**src/rtl/apb_master_bridge.sv**
```systemverilog
// APB3 initiator: one outstanding local cmd/rsp transfer mapped onto IDLE->SETUP->ACCESS.
// Optional ACCESS-phase timeout abort is enabled with `define APB_MASTER_TIMEOUT_EN.
module apb_master_bridge #(
  parameter int ADDR_WIDTH     = 32,
  parameter int DATA_WIDTH     = 32,
  parameter int TIMEOUT_CYCLES = 256
) (
  input  logic                  pclk_i,
  input  logic                  prstn_i,
  input  logic                  cmd_valid_i,
  output logic                  cmd_ready_o,
  input  logic                  cmd_write_i,
  input  logic [ADDR_WIDTH-1:0] cmd_addr_i,
  input  logic [DATA_WIDTH-1:0] cmd_wdata_i,
  output logic                  rsp_valid_o,
  output logic [DATA_WIDTH-1:0] rsp_rdata_o,
  output logic                  rsp_err_o,
  output logic                  psel_o,
  output logic                  penable_o,
  output logic                  pwrite_o,
  output logic [ADDR_WIDTH-1:0] paddr_o,
  output logic [DATA_WIDTH-1:0] pwdata_o,
  input  logic                  pready_i,
  input  logic [DATA_WIDTH-1:0] prdata_i,
  input  logic                  pslverr_i
);

  typedef enum logic [1:0] {
    ST_IDLE,
    ST_SETUP,
    ST_ACCESS
  } state_e;

  state_e                state_q, state_d;
  logic                  psel_q, psel_d;
  logic                  penable_q, penable_d;
  logic                  pwrite_q, pwrite_d;
  logic [ADDR_WIDTH-1:0] paddr_q, paddr_d;
  logic [DATA_WIDTH-1:0] pwdata_q, pwdata_d;
  logic                  rsp_valid_q, rsp_valid_d;
  logic [DATA_WIDTH-1:0] rsp_rdata_q, rsp_rdata_d;
  logic                  rsp_err_q, rsp_err_d;

`ifdef APB_MASTER_TIMEOUT_EN
  localparam int CNT_W = $clog2(TIMEOUT_CYCLES + 1);
  logic [CNT_W-1:0] wait_cnt_q, wait_cnt_d;
  logic             timeout_hit;

  // True during the last ACCESS cycle the slave is allowed to stall.
  assign timeout_hit = (wait_cnt_q == CNT_W'(TIMEOUT_CYCLES - 1));
`endif

  assign cmd_ready_o = (state_q == ST_IDLE);

  // NOTE: every variable gets a default before the case so no path leaves it unassigned (no latches).
  always_comb begin
    state_d     = state_q;
    psel_d      = psel_q;
    penable_d   = penable_q;
    pwrite_d    = pwrite_q;
    paddr_d     = paddr_q;
    pwdata_d    = pwdata_q;
    rsp_valid_d = 1'b0;
    rsp_rdata_d = rsp_rdata_q;
    rsp_err_d   = 1'b0;
`ifdef APB_MASTER_TIMEOUT_EN
    wait_cnt_d  = wait_cnt_q;
`endif

    unique case (state_q)
      ST_IDLE: begin
        if (cmd_valid_i) begin
          pwrite_d  = cmd_write_i;
          paddr_d   = cmd_addr_i;
          if (cmd_write_i) pwdata_d = cmd_wdata_i;
          psel_d    = 1'b1;
          penable_d = 1'b0;
          state_d   = ST_SETUP;
        end
      end
      ST_SETUP: begin
        penable_d = 1'b1;
        state_d   = ST_ACCESS;
`ifdef APB_MASTER_TIMEOUT_EN
        wait_cnt_d = '0;
`endif
      end
      ST_ACCESS: begin
        if (pready_i) begin
          psel_d      = 1'b0;
          penable_d   = 1'b0;
          rsp_valid_d = 1'b1;
          rsp_err_d   = pslverr_i;
          if (!pwrite_q) rsp_rdata_d = prdata_i;
          state_d     = ST_IDLE;
        end
`ifdef APB_MASTER_TIMEOUT_EN
        else if (timeout_hit) begin
          psel_d      = 1'b0;
          penable_d   = 1'b0;
          rsp_valid_d = 1'b1;
          rsp_err_d   = 1'b1;
          state_d     = ST_IDLE;
        end else begin
          wait_cnt_d = wait_cnt_q + CNT_W'(1);
        end
`endif
      end
      default: state_d = ST_IDLE;
    endcase
  end

  // NOTE: sequential state uses non-blocking assignments so all flops update from pre-edge values.
  always_ff @(posedge pclk_i or negedge prstn_i) begin
    if (!prstn_i) begin
      state_q     <= ST_IDLE;
      psel_q      <= 1'b0;
      penable_q   <= 1'b0;
      pwrite_q    <= 1'b0;
      paddr_q     <= '0;
      pwdata_q    <= '0;
      rsp_valid_q <= 1'b0;
      rsp_rdata_q <= '0;
      rsp_err_q   <= 1'b0;
`ifdef APB_MASTER_TIMEOUT_EN
      wait_cnt_q  <= '0;
`endif
    end else begin
      state_q     <= state_d;
      psel_q      <= psel_d;
      penable_q   <= penable_d;
      pwrite_q    <= pwrite_d;
      paddr_q     <= paddr_d;
      pwdata_q    <= pwdata_d;
      rsp_valid_q <= rsp_valid_d;
      rsp_rdata_q <= rsp_rdata_d;
      rsp_err_q   <= rsp_err_d;
`ifdef APB_MASTER_TIMEOUT_EN
      wait_cnt_q  <= wait_cnt_d;
`endif
    end
  end

  assign psel_o      = psel_q;
  assign penable_o   = penable_q;
  assign pwrite_o    = pwrite_q;
  assign paddr_o     = paddr_q;
  assign pwdata_o    = pwdata_q;
  assign rsp_valid_o = rsp_valid_q;
  assign rsp_rdata_o = rsp_rdata_q;
  assign rsp_err_o   = rsp_err_q;

endmodule
```
**config.mk**
```make
export PLATFORM = sky130hd
export DESIGN_NAME = apb_master_bridge
export DESIGN_NICKNAME = d
export VERILOG_FILES = /design/src/rtl/apb_master_bridge.sv
export SDC_FILE = /design/constraint.sdc
export NUM_CORES = 1
export LEC_CHECK = 0
export CORE_MARGIN = 4
export CORE_UTILIZATION = 42
export CTS_CLUSTER_DIAMETER = 50
export DETAILED_ROUTE_END_ITERATION = 10
export GPL_TIMING_DRIVEN = 0
export PLACE_DENSITY = 0.9
export SYNTH_ARGS = -nofsm -noshare
export SYNTH_HDL_FRONTEND = slang
export SYNTH_SLANG_ARGS = --single-unit
```
**constraint.sdc**
```tcl
create_clock -name pclk_i -period 5.02 [get_ports pclk_i]
set_input_delay 0.753 -clock pclk_i [delete_from_list [all_inputs] [get_ports pclk_i]]
set_output_delay 0.753 -clock pclk_i [all_outputs]
set_load 0.01 [all_outputs]
```
### Word-level counts from Yosys, hierarchy flattened

Cells that the tools add are included.

* flip-flop bits (word level): 103
* bits of input ports: 102
* output and inout bits: 102
* logic and storage cells: 35

* eq/ne operators: 4
* muxes and demuxes: 12
* bitwise operators: 1
* reductions and logical operators: 9

Operator list (number)
* AND reduction 3 bit: 4
* 2-to-1 mux 1 bit: 7
* one-hot mux 2 bit (3 select lines): 1
* 2-to-1 mux 2 bit: 2
* != test 2 bit (second input constant): 2
* AND reduction 2 bit: 2
* one-hot mux 1 bit (3 select lines): 1
* nonzero test 3 bit: 1
* equality test 2 x 1 -> 1 bit (second input constant): 1
* equality test 2 bit (second input constant): 1
* zero test 2 bit: 1
* one-hot mux 1 bit (2 select lines): 1
* nonzero test 2 bit: 1
* inverter 1 bit: 1

### Logic depth before layout (Yosys ltp)

* depth in word-level cells: 3
* mapped depth: 6
* gate-level depth less buffers: 3

### Worst setup path before layout

No wires, ideal clock.

* path type: input to register
* from: input port cmd_valid_i
* to: register pwdata_q[10] (netlist: pwdata_o[10])
* data arrival time: 1767 ps
* path slack: 3126 ps
* stages: 5
* path buffers: 2
* cell sequence: nor3b_4 and2_1 buf_4 buf_6 mux2_1

* cells in the longest elaborated chain, start to end: 1

Ends and longest elaborated chain
* start, declared: RTL line 10 `input logic cmd_valid_i,`
* AND reduction 3 bit (no line)
* end signal, assigned: RTL line 134 `pwdata_q <= pwdata_d;`
* end, declared: RTL line 39 `logic [DATA_WIDTH-1:0] pwdata_q, pwdata_d;`

Every way passes these cells.
A chain may end at the register's enable or synchronous reset.

### Final worst setup path

* from: register state_q[0]
* to: output port cmd_ready_o

* cells in the longest elaborated chain, start to end: 1

Ends and longest elaborated chain
* start, declared: RTL line 34 `state_e state_q, state_d;`
* start signal, assigned: RTL line 129 `state_q <= state_d;`
* zero test 2 bit: RTL line 53 `assign cmd_ready_o = (state_q == ST_IDLE);`
* end, declared: RTL line 11 `output logic cmd_ready_o,`

Every way passes these cells.

==> summary.md <==
| Metric | Value |
|---|---|
| CP delay by family, top | buffers and inverters |
| CP max stage delay | about 0.55 ns |
| Die width | approximately 100 um |
| Syn Std Cell Area | slightly below 0.004 mm^2 |
| RSZ-0062 raised after global routing | no |
| Hold Buf Count CTS | 0 |
| First drt pass iteration count | 6 |
| Final worst-path cycle share | a little under half |
| Worst path bufs/invs | 2 |
| Post-Synth XOR/XNOR Area | 0% |
| Outcome | finished, final reports clean |
| Hold WC Path Type | in -> async |
| Fmax | around 440 MHz |
| Int Power | about 0.0026 W |
| Crit-path slowest cell | clkdlybuf4s50_1 |
| Critical Path Source Type | flip-flop |
| Commonest cells after routing, fill and taps aside | 202 x clkdlybuf4s50_1, 103 x dfrtp_1, 65 x mux2_2 |
| Syn Inst Count | 231 |
| CTS tree | built |
| Vias in the first global route | 3,034 |
| Vias | ~2,700 |
| IO Port Bufs | a little over 200 |
| Min Tclk post-route | around 2.3 ns |
| DRT iter0 DRCs | just under 50 |
| Core ar. | slightly below 0.009 mm^2 |
| Pin count of the biggest net entering global routing | 60 |
| CTS sink count | roughly 100 |
| Die Y | 103.9 um |
| Drt total wl | between 9000 and 10,000 um |
| Setup-failing EPs final | 0 |
| IO Pins | between 200 and 250 |
| Main combinational cell family by area after synthesis | multiplexers |
| DRT antenna net count | 0 |
| Crit-path max FO | 7 |
| Layout Skew | 0.01179 ns |
| Max VDD drop | 0.3126 mV |
| DR DRC count | 0 |
| Post-route cell area | between 0.006 and 0.007 mm^2 |
| Seq pwr share | 38.8% |
| FP Rows | 34 |
| P&R area growth vs syn | 61.76% |
| Dpl hpwl | around 8000 um |
| Pre-CTS setup slack | between 2 and 2.5 ns |
| Leak pwr | approximately 2.6 nW |
| Unique masters post-synth | 16 |
| Max_slew headroom | 49.74% |
| Total CTS buffers | 9 |
| Sequential area share after synthesis | between 60% and 70% |
| Most common cell after layout, fill and taps aside | clkdlybuf4s50_1 |
| Area contributors post-synth | dfrtp_1 67%, mux2_2 19%, mux2_1 9.3%, buf_2 1.0%, buf_6 0.87% |
| WL per Instance | ~18 um |
| Mux cell area share after synthesis | roughly 28% |
| Yosys warning total | 0 |
| Final Hold Fails | 0 |
| H-tree Lvls | 3 |
| Gr ovfl total | 0 |
| Via density | ~5 |
| Max Cap Violations | 0 |
| Sw power | 0.001120 W |
| Max clock buf depth | 2 |
| Initial Utilization | a little over two fifths |
| Synth Area in Adders | 0% |
| # Post-CTS Setup Buffers | 0 |
| GP Congestion | 0.7103 |
| Hold slack | roughly 0.46 ns |
| Synthesized-area fraction occupied by ao, oa, aoi and oai cells | less than 1% |
| Simple-gate share of the synthesized area | 2.009% |
| Total GRT Usage | 18.19% |
| # fillers | roughly 640 |
| Slew Viols, Final | 0 |
| Pwr dens | roughly 600 mW/mm^2 |
| Clock Power Share | about 14% |
| Share of the synthesized area in the top cell type | roughly two thirds |
| Req. time, crit path | ~4.3 ns |
| Post-synthesis area per instance | 16.72 um^2 |
| Synth Register Bits | 103 |
| Crit path kind | reg -> out |
| Worst slew pin tran | between 0.7 and 0.8 ns |
| Ant. Diodes | 0 |
| Syn_nets | 333 |
| Final worst-path setup slack | about 2.7 ns |
| CTS resizes | 0 |
| Switching part of the total power | 29.89% |
| Die area | about 0.011 mm^2 |
| Skew-Pair Late Insertion Delay | ~0.35 ns |
| Critical Path AT | 1.53 ns |
| Comb pwr share | between 40% and 50% |
| CP Cell Sequence | buf_2, nor2_1, clkdlybuf4s50_1 |
| Nets@finish | between 500 and 600 |
| Crit. End Element | output port |
| First-pass GRT wire length | roughly 16,000 um |
| Placed inst area | between 0.006 and 0.007 mm^2 |
| Share of layout cells above drive strength 1 | a little over a fifth |
| Initial antenna violation count | 0 |
| Clock-pin slew on the worst setup and hold paths | roughly 0.10 ns |
| Largest area contributor in the netlist | dfrtp_1 |
| CTS Root Cell | clkbuf_8 |
-- per-stage QoR --
stage               power, W  utilization (%)  TNS [ns]  cells
finish              0.003748            70.59         0    557
global route        0.003960            70.59         0    557
CTS                 0.003799            70.59         0    557
detailed placement  0.003250            68.33         0    543
global placement    0.003168            68.13    -52.42    542
floorplan           0.002151                -         0    231
-- cell type report --
| class | count | area [um^2] | share of cell area, % |
|---|---|---|---|
| plain buffers | 12 | 81.33 | 1.302 |
| clock buffers | 10 | 127.6 | 2.043 |
| clock inverters | 4 | 72.57 | 1.162 |
| inverters | 2 | 7.507 | 0.1202 |
| multi-input cells | 114 | 1195 | 19.13 |
| flip-flops and latches | 103 | 2577 | 41.27 |
| well taps | 108 | 135.1 | 2.163 |
| repair buffers | 204 | 2049 | 32.81 |
-- worst paths after layout --
path	from	endpoint	slack, ns	depth (start not counted)
worst max-delay path	state_q[0]$_DFFE_PN0P_	cmd_ready_o	2.74	3
worst min-delay path	prstn_i	pwdata_o[13]$_DFFE_PN0P_	0.46	1
worst max register to register	state_q[0]$_DFFE_PN0P_	pwdata_o[25]$_DFFE_PN0P_	3.14	6
worst min register to register	pwdata_o[2]$_DFFE_PN0P_	pwdata_o[2]$_DFFE_PN0P_	0.49	1
max in group asynchronous	prstn_i	pwdata_o[3]$_DFFE_PN0P_	3.86	2
min in group pclk_i	pwdata_o[2]$_DFFE_PN0P_	pwdata_o[2]$_DFFE_PN0P_	0.49	1
-- state kept, by name (all words and copies together) (netlist names) --
register,flops
pwdata_o,32
rsp_err_o,1
paddr_o,32
rsp_rdata_o,32
penable_o,1
state_q,2
rsp_valid_o,1
pwrite_o,1
psel_o,1
-- worst reg2reg max path, cell delays in order, from the launching register on --
cell and delay (ns):
dfrtp_1 0.36, buf_2 0.17, nor3b_4 0.38, and2_1 0.19, buf_4 0.16, buf_6 0.16, mux2_1 0.34
-- Yosys cell counts --
cell type,instances
nand2b_1,2
buf_2,8
nand2_1,3
and2_1,2
nor3_2,1
nor2_1,2
dfrtp_1,103
mux2_1,32
inv_1,2
nor3b_4,1
nand3_1,1
mux2_2,65
a21oi_1,3
buf_4,1
buf_6,3
o21ai_0,2
-- per-layer routing --
metal / part of all wire (%) / vias up / GRT usage [%]
li1: - / 1235 / -
met1: 39 / 1326 / 20.56
met2: 51 / 129 / 31.89
met3: 8.5 / 15 / 6.518
met4: 1.8 / 0 / 6.173
met5: 0 / - / 0
-- cell families after synthesis --
| logic type | count (synthesis) |
|---|---|
| AOI/OAI and AO/OA | 5 |
| muxes | 97 |
| DFF | 103 |
| and+or+nand+nor | 12 |
| buffers and inverters | 14 |
-- power groups by stage --
stage / logic (W) / registers (W) / clock network (W)
6_report: 0.00175 / 0.00145 / 0.000543
4_1_cts: 0.00178 / 0.00146 / 0.000558
3_5_place_dp: 0.00177 / 0.00148 / 0
2_1_floorplan: 0.000502 / 0.00165 / 0
3_3_place_gp: 0.00173 / 0.00144 / 0
5_1_grt: 0.00185 / 0.00151 / 0.000595
(Power assumes the default switching activity.)
